## config.mk

```make
export PLATFORM = sky130hd
export DESIGN_NAME = crc32_d32_step
export DESIGN_NICKNAME = d
export VERILOG_FILES = /design/src/rtl/crc32_pkg.sv /design/src/rtl/crc32_d32_step.sv
export SDC_FILE = /design/constraint.sdc
export NUM_CORES = 1
export LEC_CHECK = 0
export BUFFER_PORTS_ARGS = -buffer_cell sky130_fd_sc_hd__buf_2
export CAP_MARGIN = 10
export CELL_PAD_IN_SITES_DETAIL_PLACEMENT = 0
export CELL_PAD_IN_SITES_GLOBAL_PLACEMENT = 1
export CORE_MARGIN = 3
export CORE_UTILIZATION = 48
export DETAILED_ROUTE_END_ITERATION = 8
export PLACE_DENSITY_LB_ADDON = 0.1
export SYNTH_ARGS = -nofsm -noshare
export SYNTH_HDL_FRONTEND = slang
export SYNTH_SLANG_ARGS = --single-unit
```

## constraint.sdc

```tcl
create_clock -name vclk -period 8.3
set_input_delay 1.66 -clock vclk [all_inputs]
set_output_delay 1.66 -clock vclk [all_outputs]
set_load 0.02 [all_outputs]
```

## src/rtl/crc32_pkg.sv

```systemverilog
// CRC32 shared definitions for the frame checker and the 32-bit parallel generator.
// Polynomial 0x04C11DB7, MSB-first register. Data words are bit-reversed
// before entering the step. No final inversion is applied.
package crc32_pkg;

    localparam logic [31:0] CRC32_INIT = 32'hFFFF_FFFF;
    localparam logic [31:0] CRC32_POLY = 32'h04C1_1DB7;

    typedef enum logic [0:0] {
        IDLE  = 1'b0,
        FRAME = 1'b1
    } chk_state_t;

    // Reverse the bit order of a 32-bit word.
    function automatic logic [31:0] bitrev32(input logic [31:0] d);
        logic [31:0] r;
        r = 32'h0000_0000;
        for (int i = 0; i < 32; i++) begin
            r[i] = d[31-i];
        end
        return r;
    endfunction

    // Advance the CRC register over 32 data bits, data[31] first.
    // The loop unrolls into the usual XOR network.
    function automatic logic [31:0] next_crc32_d32(input logic [31:0] data,
                                                   input logic [31:0] crc);
        logic [31:0] c;
        logic        fb;
        c = crc;
        for (int i = 31; i >= 0; i--) begin
            fb = c[31] ^ data[i];
            c  = {c[30:0], 1'b0} ^ (fb ? CRC32_POLY : 32'h0000_0000);
        end
        return c;
    endfunction

endpackage

```

## src/rtl/crc32_d32_step.sv

```systemverilog
// Combinational single-word CRC32 step, shared by the generator and the checker.
import crc32_pkg::*;

module crc32_d32_step (
    input  logic [31:0] data,
    input  logic [31:0] crc,
    output logic [31:0] crc_next
);

    // Apply the 32-bit parallel CRC equations.
    always_comb begin
        crc_next = next_crc32_d32(data, crc);
    end

endmodule

```

==> results.json, run 1 <==
{
  "status": "finished, final reports clean",
  "grt_pass1_wl_mm": 12.50,
  "finalNonFillerCells": 440,
  "netlist.area_leader.share_pct": 31.68,
  "top_usage_layer": "met2",
  "seq_cells": 0,
  "use_met2_pct": 32.02,
  "synth_nets": 315,
  "slew-limit-headroom_pct": 55.83,
  "critPathLaunchType": "input pin",
  "period_share_pct": 87.09,
  "gp_congestion": 0.8700,
  "grt_pass1_vias": 2276,
  "core_sq_um": 6568,
  "antenna_found_initial": 0,
  "n_clock_buffer": 0,
  "finalWirelength_mm": 7.380,
  "fmax_mhz": 138.3,
  "syn_area_per_cell_sq_um": 13.44,
  "drive_gt1_share_pct": 41.50,
  "synthTopCellsByArea": "xnor2_1, xnor3_1, xnor3_2",
  "dpl_worst_slack_ps": 1054,
  "gr-usage-all-layers_pct": 19.19,
  "critical_path_peak_fanout": 7,
  "muxShareOfSynthArea_pct": 0,
  "dieArea_sq_um": 8069,
  "critPathRequiredTime_ps": 6640,
  "drt_pass1_iterations": 4,
  "ant_nets": 0,
  "use_met3_pct": 0.9182,
  "maxCapViolCount": 0,
  "hold_depth": 7,
  "final_hold_viol_count": 0,
  "final_max_slew_viol_count": 0,
  "min_period_ps": 7229,
  "drt_iter0_drc": 72,
  "synth_area_sq_um": 3373,
  "io_buffers": 96,
  "num_vias": 2038,
  "path_class": "in2out",
  "start_util_pct": 51.36,
  "grt.overflow.total": 0,
  "ys_seq_area_share_pct": 0,
  "ctsResizeCount": 0,
  "cp-end-kind": "primary output",
  "timing.setup.tns_ps": 0,
  "postCtsSetupBuffers": 0,
  "grt_max_degree": 9,
  "synth_fa_ha_area_share_pct": 0,
  "synth_top_area_cell": "xnor2_1",
  "final_common_cell": "xnor2_1",
  "gr-usage-met1_pct": 29.59,
  "cp_data_arrival_time_ps": 5570,
  "synth_simple_gate_area_share_pct": 0,
  "num_rows": 29,
  "syn_to_final_growth_pct": 17.66,
  "dp.cells": 440,
  "regArea_sq_um": 0,
  "worst_pin_slew_ps": 657.8,
  "synthXorXnorAreaFrac_pct": 99.41,
  "rsz0062_at_grt": "no",
  "via_per_inst": 4.632,
  "diodes": 0,
  "ys_types": 13,
  "setup_ws_ps": 1071,
  "wire_per_inst_um": 16.77,
  "die_w_um": 89.83,
  "postSynthCellCount": 251,
  "dp_hpwl_mm": 6.398,
  "nNetsFinal": 413,
  "hold_class": "in2out",
  "hold_buffers": 0,
  "setup_viol": 0,
  "yosysWarnings": 0,
  "dieHeight_um": 89.83,
  "synth_compound_area_share_pct": 0,
  "ioPinCount": 96,
  "drc": 0,
  "final_cell_mix": "xnor2_1, buf_2, xnor3_1",
  "synth_top_family_by_area": "XOR/XNOR gates"
}
## final timing paths
kind	startpoint	end
setup / recovery	data[26]	crc_next[10]
hold / removal	data[17]	crc_next[27]
## Yosys cell counts, drive strengths merged
cell type	count
xor2	43
xnor2	146
xnor3	55
inv	1
xor3	4
buf	2
## logic make-up (layout without fill, tap and decap cells)
family	after synthesis	in the layout
xor gates and xnor gates	248	248
buffers and inverters	3	99
## layer usage
layer / routed length, um / share of wire, % / vias up
met3: 385 / 5.2 / 0
li1: - / - / 1005
met2: 3444 / 47 / 74
met1: 3550 / 48 / 959
met5: 0 / 0 / -
met4: 0 / 0 / 0
## worst max-delay path, cell delays in order
cell and delay, ps:
buf_2 120, xnor2_2 430, xnor2_1 250, xnor2_4 380, xnor3_2 610, xnor3_1 450
xnor3_1 630, xnor3_2 510, xnor3_1 340, buf_2 170
## through the flow
step | hold slack [ps] | util, % | cell area [sq um]
after floorplan | 3959 | - | 3373
after global placement | 4170 | 60.43 | 3969
final | 4174 | 60.43 | 3969
after CTS | 4184 | 60.43 | 3969
after global routing | 4262 | 60.43 | 3969
after detailed placement | 4171 | 60.43 | 3969
## area by class of cell
cell class	count	area, sq um
tap	93	116.4
fill	544	2599
multi-input combinational	248	3353
inverter	1	3.754
timing repair buffer	98	495.5
Power of run 1 is left out: the tool's default activity adds up to more than one toggle a clock period on the data nets, which glitch-free logic cannot reach.
==> run 2, diff against run 1 <==
--- a/config.mk
+++ b/config.mk
@@ -10,9 +10,10 @@
 export CELL_PAD_IN_SITES_DETAIL_PLACEMENT = 0
 export CELL_PAD_IN_SITES_GLOBAL_PLACEMENT = 1
 export CORE_MARGIN = 3
-export CORE_UTILIZATION = 48
+export CORE_UTILIZATION = 45
 export DETAILED_ROUTE_END_ITERATION = 8
 export PLACE_DENSITY_LB_ADDON = 0.1
+export RECOVER_POWER = 50
 export SYNTH_ARGS = -nofsm -noshare
 export SYNTH_HDL_FRONTEND = slang
 export SYNTH_SLANG_ARGS = --single-unit
==> constraint.sdc (replaced) <==
create_clock -name vclk -period 6.8
set_input_delay 1.36 -clock vclk [all_inputs]
set_output_delay 1.36 -clock vclk [all_outputs]
set_load 0.02 [all_outputs]
==> results.json, run 2 (synthesis gave the netlist of run 1 again) <==
{
  "n_clock_buffer": 0,
  "ioPinCount": 96,
  "hold_class": "in2out",
  "setup_viol": 0,
  "grt_pass1_wl_mm": 12.34,
  "cpPeakStageDelay_ps": 610,
  "num_vias": 2117,
  "finalWirelength_mm": 7.800,
  "wire_per_inst_um": 17.11,
  "worst_pin_slew_ps": 675.8,
  "min_period_ps": 6444,
  "status": "finished, final reports clean",
  "critPathLaunchType": "input pin",
  "final_max_slew_viol_count": 0,
  "multi_input_area_sq_um": 3334,
  "seq_cells": 0,
  "diodes": 0,
  "critPathCapture": "crc_next[8]",
  "path_cells": "buf_2 -> xnor2_2 -> xnor3_1 -> xor3_1 -> xnor3_1 -> xnor3_2 -> xnor3_2 -> xor2_2 -> xnor3_1 -> buf_2",
  "maxCapViolCount": 0,
  "path_class": "in2out",
  "drive_gt1_share_pct": 41.39,
  "cp_data_arrival_time_ps": 5080,
  "drt_pass1_iterations": 4,
  "core_sq_um": 7019,
  "utilization_pct": 57.63,
  "dp_hpwl_mm": 6.932,
  "nNetsFinal": 426,
  "timing.setup.tns_ps": 0,
  "rsz0062_at_grt": "no",
  "cp_num_buf_inv": 2,
  "gp_congestion": 0.8450,
  "cp-end-kind": "primary output",
  "critPathRequiredTime_ps": 5440,
  "start_util_pct": 48.06,
  "via_per_inst": 4.643,
  "ant_nets": 0,
  "period_share_pct": 94.76,
  "grt_pass1_vias": 2264,
  "die_w_um": 92.58,
  "n_fill_cell": 614,
  "num_rows": 30,
  "cp_top_family": "XOR/XNOR gates",
  "antenna_found_initial": 0,
  "drt_iter0_drc": 87,
  "final_hold_viol_count": 0,
  "dieHeight_um": 92.58,
  "crit_cells": 10,
  "ctsResizeCount": 0,
  "drc": 0,
  "postCtsSetupBuffers": 0,
  "worst_path_max_delay_cell": "xor3_1",
  "grt.overflow.total": 0,
  "hold_buffers": 0,
  "syn_to_final_growth_pct": 19.92,
  "slew-limit-headroom_pct": 54.79,
  "final_cell_mix": "xnor2_1, buf_2, xnor3_1",
  "fmax_mhz": 155.2,
  "dieArea_sq_um": 8571,
  "final_common_cell": "xnor2_1",
  "grt_max_degree": 8,
  "startpoint": "data[28]",
  "crit_top_cell": "xnor3_1",
  "gr-usage-all-layers_pct": 18.47,
  "critical_path_peak_fanout": 5,
  "regArea_sq_um": 0,
  "io_buffers": 96
}
run 2: cell type report:
type	instances	share of cell area [%]
multi-input combinational	248	82.43
timing repair buffer	111	14.51
tap	96	2.969
inverter	1	0.09279
run 2: how the worst min path moves through the flow:
stage | start | end | slack, ps | cells after the start
floorplan | data[17] | crc_next[27] | 3360 | 5
global placement | data[17] | crc_next[27] | 3550 | 7
detailed placement | data[17] | crc_next[27] | 3550 | 7
CTS | data[17] | crc_next[27] | 3560 | 7
global route | data[17] | crc_next[27] | 3630 | 7
finish | data[17] | crc_next[27] | 3550 | 7
run 2: metal layers:
metal	part of all wire, %	vias up	global-route usage [%]	wire [um]
li1	-	1037	-	-
met1	47	1002	27.62	3635
met2	46	78	31.12	3612
met3	7.1	0	1.300	552
met4	0	0	0.3713	0
met5	0	-	0	0
run 2: through the flow:
stage / hold WS [ps] / setup WS [ps] / instance area (sq um) / std cells
finish: 3548 / 356.3 / 4045 / 456
CTS: 3562 / 379.1 / 4070 / 456
global route: 3635 / 218.4 / 4045 / 456
global placement: 3552 / 356.5 / 4070 / 456
detailed placement: 3547 / 387.6 / 4070 / 456
floorplan: 3359 / 898.3 / 3373 / 251
run 2: worst min-delay path: cells and delay by family:
kind	cells	cell delay (ps)
xor+xnor	5	600
buf+inv	2	230
Power of run 2 is left out for the same reason.
